[src/rtl/alu_pkg.sv]
// Shared definitions for the 4-bit ALU and the nibble sequencer that drives it.
package alu_pkg;

    // Datapath width of the combinational ALU.
    localparam int unsigned NIBBLE_W = 4;

    // Function select codes of the 4-bit ALU.
    typedef enum logic [2:0] {
        ALU_ADD = 3'b000,
        ALU_SUB = 3'b001,
        ALU_NOT = 3'b010,
        ALU_AND = 3'b011,
        ALU_OR  = 3'b100,
        ALU_XOR = 3'b101,
        ALU_LT  = 3'b110,
        ALU_EQ  = 3'b111
    } alu_func_e;

    // Sequencer command codes. Logic ops share their encoding with the ALU codes.
    typedef enum logic [2:0] {
        OP_ADD = 3'b000,
        OP_SUB = 3'b001,
        OP_NOT = 3'b010,
        OP_AND = 3'b011,
        OP_OR  = 3'b100,
        OP_XOR = 3'b101,
        OP_SLT = 3'b110,
        OP_SEQ = 3'b111
    } seq_op_e;

    // Sequencer control states.
    typedef enum logic [1:0] {
        IDLE = 2'b00,
        RUN  = 2'b01,
        DONE = 2'b10
    } seq_state_e;

    // Ops that run as a carry-chained addition through the ALU.
    function automatic logic is_arith(input seq_op_e op);
        return (op == OP_ADD) || (op == OP_SUB) || (op == OP_SLT) || (op == OP_SEQ);
    endfunction

    // Ops that subtract: b is inverted by the sequencer and nibble 0 gets cin=1.
    function automatic logic is_subtract(input seq_op_e op);
        return (op == OP_SUB) || (op == OP_SLT) || (op == OP_SEQ);
    endfunction

endpackage

[src/rtl/alu_nibble_seq.sv]
// Runs one WIDTH-bit operation as NIBBLES passes through an external 4-bit ALU,
// least significant nibble first, chaining the carry between passes.
module alu_nibble_seq
    import alu_pkg::*;
#(
    parameter int unsigned NIBBLES = 4,
    localparam int unsigned WIDTH  = NIBBLE_W * NIBBLES
) (
    input  logic                clk,
    input  logic                rst_n,
    // Command side
    input  logic                in_valid,
    output logic                in_ready,
    input  logic [2:0]          in_op,
    input  logic [WIDTH-1:0]    in_a,
    input  logic [WIDTH-1:0]    in_b,
    // Nibble ALU interface
    output logic [NIBBLE_W-1:0] alu_a,
    output logic [NIBBLE_W-1:0] alu_b,
    output logic [2:0]          alu_c,
    output logic                alu_cin,
    input  logic [NIBBLE_W-1:0] alu_result,
    input  logic                alu_carry,
    input  logic                alu_ovf,
    // Result side
    output logic                out_valid,
    input  logic                out_ready,
    output logic [WIDTH-1:0]    out_res,
    output logic                out_carry,
    output logic                out_ovf,
    output logic                out_zero
);

    localparam int unsigned IdxW = (NIBBLES > 1) ? $clog2(NIBBLES) : 1;

    seq_state_e          state_q;
    seq_op_e             op_q;
    logic [WIDTH-1:0]    a_q;
    logic [WIDTH-1:0]    b_q;
    logic [IdxW-1:0]     idx_q;
    logic                carry_q;
    logic                diff_zero_q;   // running AND of "nibble result == 0"
    logic [WIDTH-1:0]    acc_q;         // nibbles completed so far
    logic [WIDTH-1:0]    res_q;
    logic                res_carry_q;
    logic                res_ovf_q;
    logic                res_zero_q;

    logic                arith;
    logic                subtract;
    logic                last_nibble;
    logic [NIBBLE_W-1:0] nib_a;
    logic [NIBBLE_W-1:0] nib_b;
    logic [WIDTH-1:0]    diff_full;
    logic                diff_zero_full;
    logic [WIDTH-1:0]    res_final;

    // Handshake flags decode directly from the registered state.
    assign in_ready  = (state_q == IDLE);
    assign out_valid = (state_q == DONE);
    assign out_res   = res_q;
    assign out_carry = res_carry_q;
    assign out_ovf   = res_ovf_q;
    assign out_zero  = res_zero_q;

    // Select the current nibble and drive the ALU; idle/done/reset drive zeros.
    always_comb begin
        arith       = is_arith(op_q);
        subtract    = is_subtract(op_q);
        last_nibble = (idx_q == IdxW'(NIBBLES - 1));
        nib_a       = '0;
        nib_b       = '0;
        for (int k = 0; k < int'(NIBBLES); k++) begin
            if (idx_q == IdxW'(k)) begin
                nib_a = a_q[k*NIBBLE_W +: NIBBLE_W];
                nib_b = b_q[k*NIBBLE_W +: NIBBLE_W];
            end
        end
        alu_a   = '0;
        alu_b   = '0;
        alu_c   = '0;
        alu_cin = 1'b0;
        if (state_q == RUN) begin
            alu_a = nib_a;
            if (arith) begin
                // Subtraction is a + ~b + 1 on the ALU adder; the borrow chains as carry.
                alu_b   = subtract ? ~nib_b : nib_b;
                alu_c   = ALU_ADD;
                alu_cin = (idx_q == '0) ? subtract : carry_q;
            end else begin
                alu_b   = nib_b;
                alu_c   = op_q;
                alu_cin = 1'b0;
            end
        end
    end

    // Assemble the final wide result using the last nibble straight off the ALU.
    always_comb begin
        diff_full = acc_q;
        diff_full[(NIBBLES-1)*NIBBLE_W +: NIBBLE_W] = alu_result;
        diff_zero_full = diff_zero_q && (alu_result == '0);
        unique case (op_q)
            OP_SLT:  res_final = WIDTH'(alu_result[NIBBLE_W-1] ^ alu_ovf);
            OP_SEQ:  res_final = WIDTH'(diff_zero_full);
            default: res_final = diff_full;
        endcase
    end

    // Control FSM with registered result outputs.
    always_ff @(posedge clk or negedge rst_n) begin
        if (!rst_n) begin
            state_q     <= IDLE;
            op_q        <= OP_ADD;
            a_q         <= '0;
            b_q         <= '0;
            idx_q       <= '0;
            carry_q     <= 1'b0;
            diff_zero_q <= 1'b1;
            acc_q       <= '0;
            res_q       <= '0;
            res_carry_q <= 1'b0;
            res_ovf_q   <= 1'b0;
            res_zero_q  <= 1'b0;
        end else begin
            unique case (state_q)
                IDLE: begin
                    if (in_valid) begin
                        op_q        <= seq_op_e'(in_op);
                        a_q         <= in_a;
                        b_q         <= in_b;
                        idx_q       <= '0;
                        carry_q     <= 1'b0;
                        diff_zero_q <= 1'b1;
                        acc_q       <= '0;
                        state_q     <= RUN;
                    end
                end
                RUN: begin
                    carry_q     <= alu_carry;
                    diff_zero_q <= diff_zero_q && (alu_result == '0);
                    for (int k = 0; k < int'(NIBBLES); k++) begin
                        if (idx_q == IdxW'(k)) begin
                            acc_q[k*NIBBLE_W +: NIBBLE_W] <= alu_result;
                        end
                    end
                    if (last_nibble) begin
                        idx_q       <= '0;
                        res_q       <= res_final;
                        res_carry_q <= arith && alu_carry;
                        res_ovf_q   <= ((op_q == OP_ADD) || (op_q == OP_SUB)) && alu_ovf;
                        res_zero_q  <= (res_final == '0);
                        state_q     <= DONE;
                    end else begin
                        idx_q <= idx_q + 1'b1;
                    end
                end
                DONE: begin
                    if (out_ready) begin
                        state_q <= IDLE;
                    end
                end
                default: state_q <= IDLE;
            endcase
        end
    end

endmodule

[config.mk]
export PLATFORM = sky130hd
export DESIGN_NAME = alu_nibble_seq
export DESIGN_NICKNAME = d
export VERILOG_FILES = /design/src/rtl/alu_pkg.sv /design/src/rtl/alu_nibble_seq.sv
export SDC_FILE = /design/constraint.sdc
export NUM_CORES = 1
export LEC_CHECK = 0
export BUFFER_PORTS_ARGS = -buffer_cell sky130_fd_sc_hd__buf_4
export CAP_MARGIN = 40
export CORE_ASPECT_RATIO = 0.5
export CORE_UTILIZATION = 53
export DETAILED_ROUTE_END_ITERATION = 10
export GPL_ROUTABILITY_DRIVEN = 0
export HOLD_SLACK_MARGIN = 0.06
export PLACE_DENSITY = 0.85
export SKIP_LAST_GASP = 1
export SYNTH_ARGS = -nofsm -noshare
export SYNTH_HDL_FRONTEND = slang
export SYNTH_SLANG_ARGS = --single-unit
export TNS_END_PERCENT = 5
[constraint.sdc]
create_clock -name clk -period 1.9 [get_ports clk]
set_input_delay 0.285 -clock clk [delete_from_list [all_inputs] [get_ports clk]]
set_output_delay 0.285 -clock clk [all_outputs]
set_load 0.005 [all_outputs]
* Word level (Yosys, flattened, before mapping)
Index checks and enable logic that the tools add are counted.
Word-level totals: word-level logic and storage cells 86, bits of input ports 45, output and inout bits 33, bits in registers 72
Operators by class: muxes and demuxes 34, equal/unequal tests 14, reductions and logical operators 21, add/sub/neg operators 1, bitwise operators 2
Operators by type and width (number):
- 2-to-1 mux 4 bit | 15
- one-hot mux 16 bit (2 select lines) | 1
- one-hot mux 12 bit (2 select lines) | 1
- zero test 16 bit | 1
- 2-to-1 mux 12 bit | 1
- AND reduction 3 bit | 4
- 2-to-1 mux 2 bit | 5
- inequality test 2 bit, second input constant | 5
- == test 2 bit, second input constant | 3
- == test 3 bit, second input constant | 2
- 2-to-1 mux 3 bit | 2
- one-hot mux 2 bit (3 select lines) | 1
- AND reduction 2 bit | 3
- logical OR 1 bit | 5
- 2-to-1 mux 1 bit | 5
- == test 2 x 1 -> 1 bit, second input constant | 2
- zero test 2 bit | 2
- zero test 4 bit | 1
- NOT 4 bit | 1
- one-hot mux 1 bit (2 select lines) | 2
- one-hot mux 2 bit (2 select lines) | 1
- == test 3 x 1 -> 1 bit, second input constant | 1
- logical AND 1 bit | 3
- zero test 3 bit | 1
- other kinds (4) | 4

* Logic depth before layout (Yosys ltp)
word-level depth 9, depth in mapped cells 8, depth with buffers taken out 6

* Worst setup path after synthesis
No wires, ideal clock.
kind register to output, start point reg idx_q[1], end point out alu_b[1], arrival 1.395 ns, slack 0.220 ns, stages on the path, launching flop included 9, path through dfrtp_1 inv_1 ha_1 buf_2 buf_2 nand2_1 o211ai_1 a21oi_1 nor3b_1
On the way: cells in the longest elaborated chain, start to end 9
RTL lines:
- from (decl) | line alu_nibble_seq.sv:40 | logic [IdxW-1:0] idx_q;
- from (signal assigned) | line alu_nibble_seq.sv:155 | idx_q <= idx_q + 1'b1;
- zero test 2 bit | line alu_nibble_seq.sv:74 | if (idx_q == IdxW'(k)) begin
- 2-to-1 mux 4 bit (3 in a row) | line alu_nibble_seq.sv:74
- 2-to-1 mux 4 bit * | line alu_nibble_seq.sv:74
- NOT 4 bit | line alu_nibble_seq.sv:87 | alu_b = subtract ? ~nib_b : nib_b;
- 2-to-1 mux 4 bit | line alu_nibble_seq.sv:87
- 2-to-1 mux 4 bit * | line alu_nibble_seq.sv:85 | if (arith) begin
- 2-to-1 mux 4 bit * | line alu_nibble_seq.sv:83 | if (state_q == RUN) begin
- to (decl) | line alu_nibble_seq.sv:19 | output logic [NIBBLE_W-1:0] alu_b,
Mark *: on every way between the ends. The rest lies on a longest branch, timed or not.

* Worst setup path after layout
start point reg idx_q[1], end point out alu_b[3]
The elaborated chain is that of the path after synthesis.

==> run metrics <==
minimum clock period=2.17 ns; failing checks=negative setup slack; Slew Viols, Final=0; HPWL Detailed=5530 um; top_reg_cell synth=dfrtp_1; PD cells=1820 nW/um^2; #FFs+latches synth=72; Met2 Routed Length=approximately 4000 um; Synth async-reset ratio=100%; DR WL/cell=17.4 um; element type at the critical path end=output pin; final WL=8140 um; final setup margin=-0.268 ns; Post-Synthesis Cells=around 300; # DRC=0; DRT Pass-1 Iters=5; Post-DRT Antenna Nets=0; Worst slew margin=64.7%; largest net degree at the start of global routing=between 40 and 50; max layer used=met4; Synth area leader=dfrtp_1; ranking of synthesized cells by area=dfrtp_1, mux2_1, nand2_1; Root Buffer Master=clkbuf_16; run status=finished with violations; TritonCTS clock tree=done; area grow syn2layout=34.0%; FMAX=around 460 MHz; Post-synth EDFFs=0; Avg Inst Size Synth=11.3 um^2; average via count per standard cell=5.62; crit path DAT=1.88 ns; critical path type=flip-flop to output pin; yosys warns=0; Die X=around 110 um; number of nets in the layout=427; buffers from clock root to sink, at most=2; WL met3=505 um; Slew @ Worst Pin=0.529 ns; htree depth=3; share of layout cells above drive strength 1=between 30% and 40%; top-area cell type share of the netlist area=between 50% and 60%; Final Hold Fails=0; Critical R2R Launch=state_q[1]; Die Area=about 6600 um^2; n_diodes=0; Initial Utilization=57.6%; Setup TNS Final=-2.03 ns; DR iter-0 viols=167; MaxCap Viol Count=0; final number of setup-violating endpoints=9; first-pass GRT wire length=13100 um; Hold Startpoint=out_ready; CTS clk-pin slew, worst paths=0.06 ns; synthesized area=3320 um^2; CP Launch Type=flip-flop; row count=19; Max IR drop VDD=between 1000 and 1500 uV; Tot GR Track Use=26.9%; worst endpoint required time=1.62 ns; core footprint=5750 um^2; type of the most critical hold path=primary input to flip-flop; I/O Buffers=between 70 and 80; clock skew=0.00513 ns; DR vias=2624; Die Y=57.9 um; Seq/Total Area, Yosys=54.4%; number of global-route vias before repair=2691; Overflow after GRT=0; CTS sink cnt=72; Distinct cells, synth=37; Post-Syn Nets=between 300 and 400; total power=between 0.008 and 0.009 W; most common cell in the synthesized netlist=dfrtp_1; number of I/O pins=78; Worst Setup SP=idx_q[1]; initial antenna violation count=0; Num CTS Buffers=9; clk_lat worst skew=0.33 ns; Leak=a little over 2 nW; met1 wire length=about 3400 um; RSZ-0062 raised after global routing=true; Critical Path Fanout Max=8; Final period util=114%; Post-synth top cells=dfrtp_1, nand2_1, mux2_1
-- report_power, final --
group          internal (W)  total, W  switching [W]  leakage, nW
clock network       0.00122   0.00185       0.000630        0.159
logic               0.00174   0.00348        0.00174        0.992
registers           0.00223   0.00275       0.000517        0.890
-- cells in the final DEF (no fill, tap or decap), drive strengths merged, types with 4 or more instances in the layout --
master and count:
a21oi 9, a221oi 4, a32o 12, buf 93, clkbuf 12, dfrtp 71, ha 4, inv 5
mux2 34, nand2 50, nand3 8, nor2 7, nor2b 6, nor3b 5, o211ai 4, o21ai 20
o22a 4, o31ai 5
-- kinds of logic (layout without fill, tap and decap cells) --
logic type / Yosys count / count (layout) / share of synthesized area [%]
compound gates: 65 / 65 / 14.5
buf+inv: 25 / 115 / 4.38
fa+ha+maj: 4 / 4 / 1.51
flops: 72 / 72 / 54.4
mux: 34 / 34 / 11.5
xor+xnor: 2 / 2 / 0.528
simple gates: 91 / 91 / 13.2
-- final cells by class --
cell class              instances  area [um^2]
flip-flops and latches         72         1800
multi-input cells             196         1460
fillers                       376         1310
repair buffers                 94          724
clock buffers                  12          256
well taps                      84          105
clock inverters                 4         76.3
inverters                       5         21.3
-- metrics by stage --
stage	instance area (um^2)	hold WS [ns]	std cells	setup slack (ns)	util [%]
floorplan	3320	-0.0106	293	0.220	-
global route	4440	0.153	467	-0.359	77.3
detailed placement	3990	0.299	448	-0.0908	69.4
finish	4440	0.149	467	-0.268	77.3
global placement	3990	0.286	448	0.0823	69.4
CTS	4430	0.144	467	-0.218	77.0
-- path summary, 6_finish.rpt --
path                            cells past startpoint          end  slack [ns]
worst max register to register                      5     acc_q[5]        0.17
worst min-delay path                                2   state_q[1]        0.15
min in group asynchronous                           2       b_q[3]        0.49
max in group asynchronous                           3     idx_q[0]        0.82
worst min register to register                      2  out_res[12]        0.49
worst max-delay path                                7     alu_b[3]       -0.27
-- per-layer routing --
metal  global-route usage [%]  vias up
met2                     46.1      105
li1                         -     1219
met5                        0        -
met3                     7.53       26
met4                     13.5        0
met1                     31.9     1274
-- registers in the layout, summed over array words and instances (netlist names), 2 cells and up --
register,cells
op_q,3
b_q,16
a_q,16
state_q,2
idx_q,2
acc_q,12
out_res,16
-- critical path, stage by stage (launching register included) --
cell and delay, ns:
dfrtp_1 0.42, inv_2 0.10, ha_4 0.19, buf_6 0.13
o211ai_1 0.24, a21oi_1 0.12, nor3b_2 0.20, buf_4 0.14
-- timing repair --
action	4_1_cts	5_1_grt
pin swaps	2	6
hold endpoints to repair	38	0
gates resized for setup	19	4
endpoints found under the setup margin	9	9
hold buffers	1	0
buffers inserted	2	0
(Power assumes the default switching activity.)
